===== src/rtl/dlx_mc_control.sv =====
// dlx_mc_control: multicycle control FSM for the DLX core (fetch/decode/execute/memory/writeback).
// Define DLX_JR_EN to decode JR/JALR (opcodes 0x12/0x13) through the JUMP state; otherwise they trap to HALT.
module dlx_mc_control (
  input  logic        clk,
  input  logic        reset,
  input  logic [31:0] instr,
  input  logic        mem_ready,
  input  logic        alu_zero,
  output logic [3:0]  alu_ctrl,
  output logic        op_swap,
  output logic        alusrc_a,
  output logic [2:0]  alusrc_b,
  output logic        pc_we,
  output logic        ir_we,
  output logic        ab_we,
  output logic        aluout_we,
  output logic        mdr_we,
  output logic        reg_we,
  output logic [1:0]  pc_src,
  output logic        iord,
  output logic        mem_rd,
  output logic        mem_wr,
  output logic [1:0]  reg_dst,
  output logic [1:0]  wb_src,
  output logic        halted
);

  typedef enum logic [3:0] {
    S_FETCH, S_DECODE, S_EX_R, S_EX_I, S_MEM_ADDR, S_MEM_LD,
    S_MEM_ST, S_WB_ALU, S_WB_LD, S_BRANCH, S_JUMP, S_HALT
  } state_t;

  localparam logic [3:0] ALU_ADD = 4'b0000, ALU_SUB = 4'b0001, ALU_AND = 4'b0010, ALU_OR  = 4'b0011;
  localparam logic [3:0] ALU_XOR = 4'b0100, ALU_SLL = 4'b0101, ALU_SRL = 4'b0110, ALU_SRA = 4'b0111;
  localparam logic [3:0] ALU_SEQ = 4'b1000, ALU_SNE = 4'b1001, ALU_SLT = 4'b1010, ALU_SLE = 4'b1011;
  localparam logic [3:0] ALU_SGT = 4'b1100, ALU_SGE = 4'b1101, ALU_LHI = 4'b1110, ALU_NOP = 4'b1111;

  localparam logic [2:0] SRCB_B = 3'b000, SRCB_FOUR = 3'b001, SRCB_SEXT16 = 3'b010;
  localparam logic [2:0] SRCB_ZEXT16 = 3'b011, SRCB_SEXT26 = 3'b100, SRCB_ZERO = 3'b101;

  state_t      r_state;
  logic [5:0]  w_opcode;
  logic [5:0]  w_func;
  logic        w_r_ok;
  logic [3:0]  w_r_ctrl;
  logic        w_i_ok;
  logic [3:0]  w_i_ctrl;
  logic [2:0]  w_i_srcb;
  logic        w_jr;
  logic        w_link;
  logic        w_jump;
  logic        w_take;

  // {valid, alu code} for R-type func field
  function automatic logic [4:0] r_decode(input logic [5:0] f);
    case (f)
      6'h20, 6'h21: r_decode = {1'b1, ALU_ADD};
      6'h22, 6'h23: r_decode = {1'b1, ALU_SUB};
      6'h24:        r_decode = {1'b1, ALU_AND};
      6'h25:        r_decode = {1'b1, ALU_OR};
      6'h26:        r_decode = {1'b1, ALU_XOR};
      6'h04:        r_decode = {1'b1, ALU_SLL};
      6'h06:        r_decode = {1'b1, ALU_SRL};
      6'h07:        r_decode = {1'b1, ALU_SRA};
      6'h28:        r_decode = {1'b1, ALU_SEQ};
      6'h29:        r_decode = {1'b1, ALU_SNE};
      6'h2A:        r_decode = {1'b1, ALU_SLT};
      6'h2B:        r_decode = {1'b1, ALU_SGT};
      6'h2C:        r_decode = {1'b1, ALU_SLE};
      6'h2D:        r_decode = {1'b1, ALU_SGE};
      default:      r_decode = {1'b0, ALU_NOP};
    endcase
  endfunction

  // {valid, alu code, operand-B select} for immediate ALU opcodes
  function automatic logic [7:0] i_decode(input logic [5:0] op);
    case (op)
      6'h08:        i_decode = {1'b1, ALU_ADD, SRCB_SEXT16};
      6'h09:        i_decode = {1'b1, ALU_ADD, SRCB_ZEXT16};
      6'h0A, 6'h0B: i_decode = {1'b1, ALU_SUB, SRCB_SEXT16};
      6'h0C:        i_decode = {1'b1, ALU_AND, SRCB_ZEXT16};
      6'h0D:        i_decode = {1'b1, ALU_OR,  SRCB_ZEXT16};
      6'h0E:        i_decode = {1'b1, ALU_XOR, SRCB_ZEXT16};
      6'h0F:        i_decode = {1'b1, ALU_LHI, SRCB_ZEXT16};
      6'h14:        i_decode = {1'b1, ALU_SLL, SRCB_SEXT16};
      6'h16:        i_decode = {1'b1, ALU_SRL, SRCB_SEXT16};
      6'h17:        i_decode = {1'b1, ALU_SRA, SRCB_SEXT16};
      6'h18:        i_decode = {1'b1, ALU_SEQ, SRCB_SEXT16};
      6'h19:        i_decode = {1'b1, ALU_SNE, SRCB_SEXT16};
      6'h1A:        i_decode = {1'b1, ALU_SLT, SRCB_SEXT16};
      6'h1B:        i_decode = {1'b1, ALU_SGT, SRCB_SEXT16};
      6'h1C:        i_decode = {1'b1, ALU_SLE, SRCB_SEXT16};
      6'h1D:        i_decode = {1'b1, ALU_SGE, SRCB_SEXT16};
      default:      i_decode = {1'b0, ALU_NOP, SRCB_B};
    endcase
  endfunction

  assign w_opcode = instr[31:26];
  assign w_func   = instr[5:0];
  assign {w_r_ok, w_r_ctrl} = r_decode(w_func);
  assign {w_i_ok, w_i_ctrl, w_i_srcb} = i_decode(w_opcode);

`ifdef DLX_JR_EN
  assign w_jr   = (w_opcode == 6'h12) || (w_opcode == 6'h13);
  assign w_link = (w_opcode == 6'h03) || (w_opcode == 6'h13);
`else
  assign w_jr   = 1'b0;
  assign w_link = (w_opcode == 6'h03);
`endif
  assign w_jump = (w_opcode == 6'h02) || (w_opcode == 6'h03) || w_jr;
  assign w_take = ((w_opcode == 6'h04) && alu_zero) || ((w_opcode == 6'h05) && !alu_zero);

  // State register and next-state sequencing
  always_ff @(posedge clk) begin
    if (reset) begin
      r_state <= S_FETCH;
    end else begin
      case (r_state)
        S_FETCH:    if (mem_ready) r_state <= S_DECODE;
        S_DECODE: begin
          if (w_opcode == 6'h00)                            r_state <= S_EX_R;
          else if (w_i_ok)                                  r_state <= S_EX_I;
          else if (w_opcode == 6'h23 || w_opcode == 6'h2B)  r_state <= S_MEM_ADDR;
          else if (w_opcode == 6'h04 || w_opcode == 6'h05)  r_state <= S_BRANCH;
          else if (w_jump)                                  r_state <= S_JUMP;
          else                                              r_state <= S_HALT;
        end
        S_EX_R:     r_state <= w_r_ok ? S_WB_ALU : S_HALT;
        S_EX_I:     r_state <= S_WB_ALU;
        S_MEM_ADDR: r_state <= (w_opcode == 6'h2B) ? S_MEM_ST : S_MEM_LD;
        S_MEM_LD:   if (mem_ready) r_state <= S_WB_LD;
        S_MEM_ST:   if (mem_ready) r_state <= S_FETCH;
        S_WB_ALU, S_WB_LD, S_BRANCH, S_JUMP: r_state <= S_FETCH;
        S_HALT:     r_state <= S_HALT;
        default:    r_state <= S_FETCH;
      endcase
    end
  end

  // Datapath controls decoded from state and IR; reset forces the idle pattern
  always_comb begin
    alu_ctrl  = ALU_NOP;
    op_swap   = 1'b0;
    alusrc_a  = 1'b0;
    alusrc_b  = SRCB_B;
    pc_we     = 1'b0;
    ir_we     = 1'b0;
    ab_we     = 1'b0;
    aluout_we = 1'b0;
    mdr_we    = 1'b0;
    reg_we    = 1'b0;
    pc_src    = 2'b00;
    iord      = 1'b0;
    mem_rd    = 1'b0;
    mem_wr    = 1'b0;
    reg_dst   = 2'b00;
    wb_src    = 2'b00;
    halted    = 1'b0;
    if (reset) begin
      halted = 1'b0;
    end else begin
      case (r_state)
        S_FETCH: begin
          mem_rd   = 1'b1;
          alu_ctrl = ALU_ADD;
          alusrc_b = SRCB_FOUR;
          if (mem_ready) begin
            ir_we = 1'b1;
            pc_we = 1'b1;
          end else begin
            ir_we = 1'b0;
          end
        end
        S_DECODE: begin
          ab_we     = 1'b1;
          aluout_we = 1'b1;
          alu_ctrl  = ALU_ADD;
          alusrc_b  = SRCB_SEXT16;
        end
        S_EX_R: begin
          if (w_r_ok) begin
            alu_ctrl  = w_r_ctrl;
            op_swap   = (w_r_ctrl == ALU_SUB);
            alusrc_a  = 1'b1;
            aluout_we = 1'b1;
          end else begin
            alu_ctrl  = ALU_NOP;
          end
        end
        S_EX_I: begin
          alu_ctrl  = w_i_ctrl;
          op_swap   = (w_i_ctrl == ALU_SUB);
          alusrc_a  = 1'b1;
          alusrc_b  = w_i_srcb;
          aluout_we = 1'b1;
        end
        S_WB_ALU: begin
          reg_we  = 1'b1;
          reg_dst = (w_opcode == 6'h00) ? 2'b00 : 2'b01;
        end
        S_MEM_ADDR: begin
          alu_ctrl  = ALU_ADD;
          alusrc_a  = 1'b1;
          alusrc_b  = SRCB_SEXT16;
          aluout_we = 1'b1;
        end
        S_MEM_LD: begin
          mem_rd = 1'b1;
          iord   = 1'b1;
          mdr_we = mem_ready;
        end
        S_MEM_ST: begin
          mem_wr = 1'b1;
          iord   = 1'b1;
        end
        S_WB_LD: begin
          reg_we  = 1'b1;
          reg_dst = 2'b01;
          wb_src  = 2'b01;
        end
        S_BRANCH: begin
          alu_ctrl = ALU_OR;
          alusrc_a = 1'b1;
          alusrc_b = SRCB_ZERO;
          if (w_take) begin
            pc_we  = 1'b1;
            pc_src = 2'b01;
          end else begin
            pc_we  = 1'b0;
          end
        end
        S_JUMP: begin
          pc_we = 1'b1;
          if (w_jr) begin
            pc_src   = 2'b10;
          end else begin
            alu_ctrl = ALU_ADD;
            alusrc_b = SRCB_SEXT26;
          end
          if (w_link) begin
            reg_we  = 1'b1;
            reg_dst = 2'b10;
            wb_src  = 2'b10;
          end else begin
            reg_we  = 1'b0;
          end
        end
        S_HALT:  halted = 1'b1;
        default: halted = 1'b0;
      endcase
    end
  end

endmodule

===== config.mk =====
export PLATFORM = sky130hd
export DESIGN_NAME = dlx_mc_control
export DESIGN_NICKNAME = d
export VERILOG_FILES = /design/src/rtl/dlx_mc_control.sv
export SDC_FILE = /design/constraint.sdc
export NUM_CORES = 1
export LEC_CHECK = 0
export ABC_CLOCK_PERIOD_IN_PS = 2300
export BUFFER_PORTS_ARGS = -buffer_cell sky130_fd_sc_hd__buf_2
export CAP_MARGIN = 5
export CORE_MARGIN = 2
export CORE_UTILIZATION = 47
export DETAILED_ROUTE_END_ITERATION = 8
export GPL_TIMING_DRIVEN = 1
export PLACE_DENSITY = 0.81
export SLEW_MARGIN = 20
export SYNTH_ARGS = -nofsm -noshare
export SYNTH_HDL_FRONTEND = slang
export SYNTH_SLANG_ARGS = --single-unit

===== constraint.sdc =====
create_clock -name clk -period 2.3 [get_ports clk]
set_clock_uncertainty 0.15 [all_clocks]
set_input_delay 0.23 -clock clk [delete_from_list [all_inputs] [get_ports clk]]
set_output_delay 0.23 -clock clk [all_outputs]
set_load 0.03 [all_outputs]

==> results of run 1 <==
-- layout make-up --
cell class              count  share of cell area [%]
clock buffers               3                    1.47
multi-input cells         173                    68.2
inverters                   6                    1.47
flip-flops and latches      4                    5.31
well taps                  30                    2.45
repair buffers             53                    21.1
-- metrics by stage --
stage	cell area (sq um)	util (%)	cells	hold WS [ns]
after floorplan	1250	-	205	0.331
after global placement	1440	57.8	262	0.474
after detailed placement	1440	57.8	262	0.475
after CTS	1470	58.8	265	0.260
after global routing	1530	61.2	269	0.294
final	1530	61.2	269	0.269
-- logic make-up (layout without fill, tap and decap cells) --
kind of cell,Yosys count,count (layout),share of synthesized area (%)
flip-flops,4,4,6.39
adder cells (fa/ha/maj),1,1,0.798
AO/OA/AOI/OAI,68,68,36.1
AND/OR/NAND/NOR,101,101,42.7
buffers and inverters,28,62,12.2
other,1,1,0.299
XOR/XNOR,1,1,0.699
multiplexers,1,1,0.798
-- cell usage in the layout (no fill, tap or decap), types with 2 or more instances in the layout --
cell and count:
a211oi_1 4, nor4_1 4, nand3_1 5, inv_1 6, clkbuf_4 3, a21oi_1 14
a31oi_1 3, nand3b_1 3, o31ai_1 2, buf_2 38, nor3b_1 4, nand2b_1 8
a22o_1 2, o21ai_1 2, o21bai_1 3, nand2_2 2, a22oi_1 2, o211ai_1 4
nor2_1 22, nor2b_1 5, nor2b_2 2, buf_6 2, nand2_1 19, o21ai_0 16
and3_1 4, or2_2 2, or3_1 2, buf_4 12, and2_1 2, or4_1 2
nor3_1 5, or3b_2 2, o22ai_1 4, dfxtp_1 3
-- critical path: stages (launching register included) --
cell and delay [ns]:
dfxtp_2 0.33, and2b_2 0.24, nand2_2 0.07, or4_1 0.47
o21ai_1 0.15, and3_1 0.18, buf_6 0.13
-- power groups by stage --
stage	Sequential, mW	Combinational [mW]	Clock (mW)
floorplan	0.107	0.740	0
CTS	0.111	1.00	0.0898
global route	0.119	1.17	0.101
finish	0.118	1.08	0.0881
global placement	0.111	0.991	0
detailed placement	0.112	0.997	0
-- routing by layer --
layer  vias to the layer above  track usage (%)
li1                        812                -
met1                       714             35.6
met2                        70             32.8
met3                         3             4.19
met4                         0             4.18
met5                         -                0
-- final timing paths --
| check | startpoint | end | slack [ns] | cells after the start |
|---|---|---|---|---|
| worst max-delay path | r_state[0] | op_swap | 0.11 | 6 |
| worst min-delay path | instr[29] | r_state[1] | 0.27 | 3 |
| worst max register to register | r_state[1] | r_state[3] | 0.41 | 8 |
| worst min register to register | r_state[2] | r_state[1] | 0.51 | 3 |
-- what timing repair did --
item                                    CTS  global route
gates resized for setup                   1            11
endpoints found under the setup margin    1             8
buffers inserted                          0             4
pin swaps                                 0             3
==> summary.md, run 1 <==
| Metric | Value |
|---|---|
| Worst setup margin | 0.108 ns |
| Initial Utilization | 50.2% |
| Die area | 0.00310 sq mm |
| WP data required | 1.92 ns |
| Clock Latency Late Sink | 0.24 ns |
| Total of max-cap violations | 0 |
| Worst-path clk slew | 0.04 ns |
| Primary FF master, synth | dfxtp_1 |
| H-tree Lvls | 1 |
| Clock power share | 6.8% |
| Comb power frac | 84.0% |
| Clock Sinks | 4 |
| Row count | 18 |
| Async SR Flop Fraction | 0% |
| Met2 wire len | 1650 microns |
| Multi-input gate area | 0.00104 sq mm |
| Top post-synthesis cells by count | nor2_1, nand2_1, o21ai_0, a21oi_1 |
| Area delta synth->final | 22.1% |
| Type of origin of the critical path | flip-flop |
| Fin crit period | 2.19 ns |
| ANT cells | 0 |
| Status | finished, final reports clean |
| Drt drc | 0 |
| Met1 WL | 1670 microns |
| Std-Cell Core Area | 0.00250 sq mm |
| Fin crit share | 95.3% |
| WL per Instance | 13.5 microns |
| Most frequent cell after synthesis | nor2_1 |
| Overflow after GRT | 0 |
| RSZ-0062 raised after global routing | false |
| GRT Total Usage | 23.0% |
| Routability Congestion | 0.837 |
| Worst Hold Class | in2reg |
| Crit end category | primary output |
| Post-synth EDFFs | 0 |
| Chip width | 55.6 microns |
| Synth area leaders | nor2_1, dfxtp_1, o21ai_0 |
| Register area share after synthesis | 6.39% |
| Yosys top cell area share | 6.59% |
| Layout cells sized above 1 | 30.1% |
| Post-route ant nets | 0 |
| Top Metal Used | met4 |
| Largest area contributor in the netlist | nor2_1 |
| Setup TNS | 0 ns |
| Nets | 277 |
| Longest Clk Path Bufs | 2 |
| Die H | 55.6 microns |
| Crit Path Class | reg2out |
| Synth Warn # | 0 |
| Yosys reg bits | 4 |
| Antenna violations before repair | 0 |
| Iter 0 DRT Violations | 73 |
| Vias in the first global route | 1,316 |
| Post-layout power | 1.29 mW |
| Reg power frac | 9.2% |
| Top Registers | r_state x4 |
| Routed wire length | 3640 microns |
| I/O Buffers | 39 |
| # IOs | 61 |
| Max reg flops | 4 |
| Switching Share | 56.0% |
| First-pass GRT wire length | 5990 microns |
| TritonCTS clock tree | yes |
| WL met3 | 302 microns |
| Switching pwr | 0.721 mW |
| CP arrival | 1.81 ns |
| Routed vias | 1,599 |
| Maximum vdd drop | 0.649 mV |
| Fin. max-slew vios | 0 |
| Layout fillers | 251 |
| Final setup viols | 0 |
| Pin count of the biggest net entering global routing | 21 |
| Max frequency | 0.456 GHz |
| Post-Syn Area | 0.00125 sq mm |
| First drt pass iteration count | 4 |
| Maximum fanout along the worst path | 3 |
| Biggest register | r_state |
| Int Pwr | 0.566 mW |
| Syn Nets | 241 |
| Leakage | 0.664 nW |
| Cell area power density | 841 mW/mm^2 |
| Fin. Hold Viols | 0 |
| Mapped Avg Cell Area | 6.12 sq um |
| Cts hold-fix bufs | 0 |
| CTS buffer count | 3 |
| Reg area | 81.3 sq um |
| Root buf cell | clkbuf_4 |
| Detailed Place HPWL | 2580 microns |
| DR vias/cell | 5.94 |
| Synth cell types | 55 |
| Synth Instances | 205 |
| Dpl ws | 0.220 ns |
(Power assumes the default switching activity.)
==> run 2: changes to the inputs <==
BUFFER_PORTS_ARGS = not set   (was -buffer_cell sky130_fd_sc_hd__buf_2)
CORE_UTILIZATION = 64   (was 47)
DONT_BUFFER_PORTS = 1   (was not set)
PLACE_DENSITY = 0.8   (was 0.81)
==> summary.md, run 2 (same netlist as run 1, synthesis figures left out) <==
| Metric | Value |
|---|---|
| Dpl ws | 0.147 ns |
| Top Registers | r_state x4 |
| First drt pass iteration count | 5 |
| Fin crit period | 2.27 ns |
| Type of origin of the critical path | flip-flop |
| Clock Sinks | 4 |
| Reg power frac | 11.1% |
| Longest Clk Path Bufs | 2 |
| Most common cell after layout, fill and taps aside | buf_4 |
| Post-route ant nets | 0 |
| Reg area | 85.1 sq um |
| Maximum fanout along the worst path | 10 |
| Final design utilization | 77.8% |
| Comb power frac | 82.3% |
| Crit end category | primary output |
| Worst setup margin | 0.0350 ns |
| Post-placement cell count | 239 |
| GRT Total Usage | 32.8% |
| Routed wire length | 3850 microns |
| Layout fillers | 137 |
| Placed cell area | 0.00139 sq mm |
| Max frequency | 0.442 GHz |
| Antenna violations before repair | 0 |
| Switching Share | 54.8% |
| Clock Latency Late Sink | 0.23 ns |
| Slowest stage delay, CP | 0.48 ns |
| Initial Utilization | 65.9% |
| Area delta synth->final | 18.0% |
| Drt drc | 0 |
| Row count | 16 |
| DR vias/cell | 6.65 |
| Routed vias | 1,636 |
| Fin. max-slew vios | 0 |
| Die H | 48.3 microns |
| Cell area power density | 860 mW/mm^2 |
| Switching pwr | 0.696 mW |
| Nets | 257 |
| Most frequent cells in the layout | buf_4, nor2_1, nand2_1 |
| Leakage | 0.586 nW |
| CTS buffer count | 3 |
| Worst Hold Class | in2reg |
| First-pass GRT wire length | 5440 microns |
| TritonCTS clock tree | yes |
| Detailed Place HPWL | 2680 microns |
| Die area | 0.00233 sq mm |
| Int Pwr | 0.575 mW |
| Chip width | 48.3 microns |
| Routability Congestion | 0.933 |
| Clock power share | 6.5% |
| Worst-path clk slew | 0.04 ns |
| Layout cells sized above 1 | 23.7% |
| Multi-input gate area | 0.00105 sq mm |
| CP arrival | 1.89 ns |
| Finished Layout Cells | 246 |
| Crit-path slowest cell | or4_4 |
| Std-Cell Core Area | 0.00190 sq mm |
| Post-route cell area | 0.00148 sq mm |
| Total of max-cap violations | 0 |
| Maximum vdd drop | 0.699 mV |
| Overflow after GRT | 0 |
| Final setup viols | 0 |
| Crit Path Class | reg2out |
| I/O Buffers | 0 |
| Max reg flops | 4 |
| WL per Instance | 15.7 microns |
| Fin crit share | 98.5% |
| Pin count of the biggest net entering global routing | 21 |
| Post-layout power | 1.27 mW |
| Root buf cell | clkbuf_4 |
| Biggest register | r_state |
| ANT cells | 0 |
| Status | finished, final reports clean |
| WP data required | 1.92 ns |
| Fin. Hold Viols | 0 |
| H-tree Lvls | 1 |
| Worst path cell trace | and2b_2 -> nand2_2 -> or4_4 -> o21ai_2 -> and3_4 -> buf_6 |
| Iter 0 DRT Violations | 135 |
| Vias in the first global route | 1,340 |
| # IOs | 61 |
[run 2: cell types whose count changed in the layout (fill, tap and decap cells not counted), moves of 2 or more]
cell	change
buf_2	-38
buf_4	+18
nor2b_1	+2
nor2b_2	-2
[run 2: power by group through the flow]
stage | sequential (mW) | combinational [mW] | clock, mW
floorplan | 0.107 | 0.740 | 0
global placement | 0.131 | 0.947 | 0
detailed placement | 0.131 | 0.967 | 0
CTS | 0.134 | 0.982 | 0.0897
global route | 0.143 | 1.12 | 0.0890
finish | 0.142 | 1.05 | 0.0832
[run 2: worst max-delay path, delay by kind of cell (launching register included)]
family / cells / cell delay (ns)
AND/OR/NAND/NOR: 4 / 1.00
buffers and inverters: 1 / 0.12
AO/OA/AOI/OAI: 1 / 0.16
flip-flops: 1 / 0.37
[run 2: routing by layer]
metal  share of wire (%)  routed length [microns]  global-route usage [%]
met5                   0                        0                       0
met4                 3.4                      130                    17.3
met3                  11                      410                    4.81
met2                  47                     1810                    50.5
met1                  39                     1500                    43.9
[run 2: what timing repair did]
action | in CTS | in global routing
hold buffers | 1 | 0
resized for setup | 3 | 9
pin swaps | 0 | 1
hold endpoints to repair | 2 | 0
buffers inserted | 1 | 2
endpoints found under the setup margin | 2 | 2
[run 2: per-stage QoR]
step                setup TNS, ns  hold WS (ns)
floorplan                       0         0.331
global placement                0         0.165
detailed placement              0         0.161
CTS                             0        0.0287
global route             -0.00881        0.0499
finish                          0        0.0286
[run 2: path summary, 6_finish.rpt]
| path | startpoint | to | slack, ns | cells after the start |
|---|---|---|---|---|
| setup reg to reg | r_state[1] | r_state[3] | 0.44 | 7 |
| hold / removal | instr[29] | r_state[1] | 0.03 | 2 |
| setup / recovery | r_state[0] | op_swap | 0.03 | 6 |
| hold reg to reg | r_state[3] | r_state[1] | 0.50 | 3 |
[run 2: final cells by class]
cell class | instances | area share, %
clock buffer | 3 | 1.52
inverter | 6 | 1.52
multi-input combinational | 173 | 70.9
sequential | 4 | 5.75
tap | 27 | 2.28
timing repair buffer | 33 | 18.0
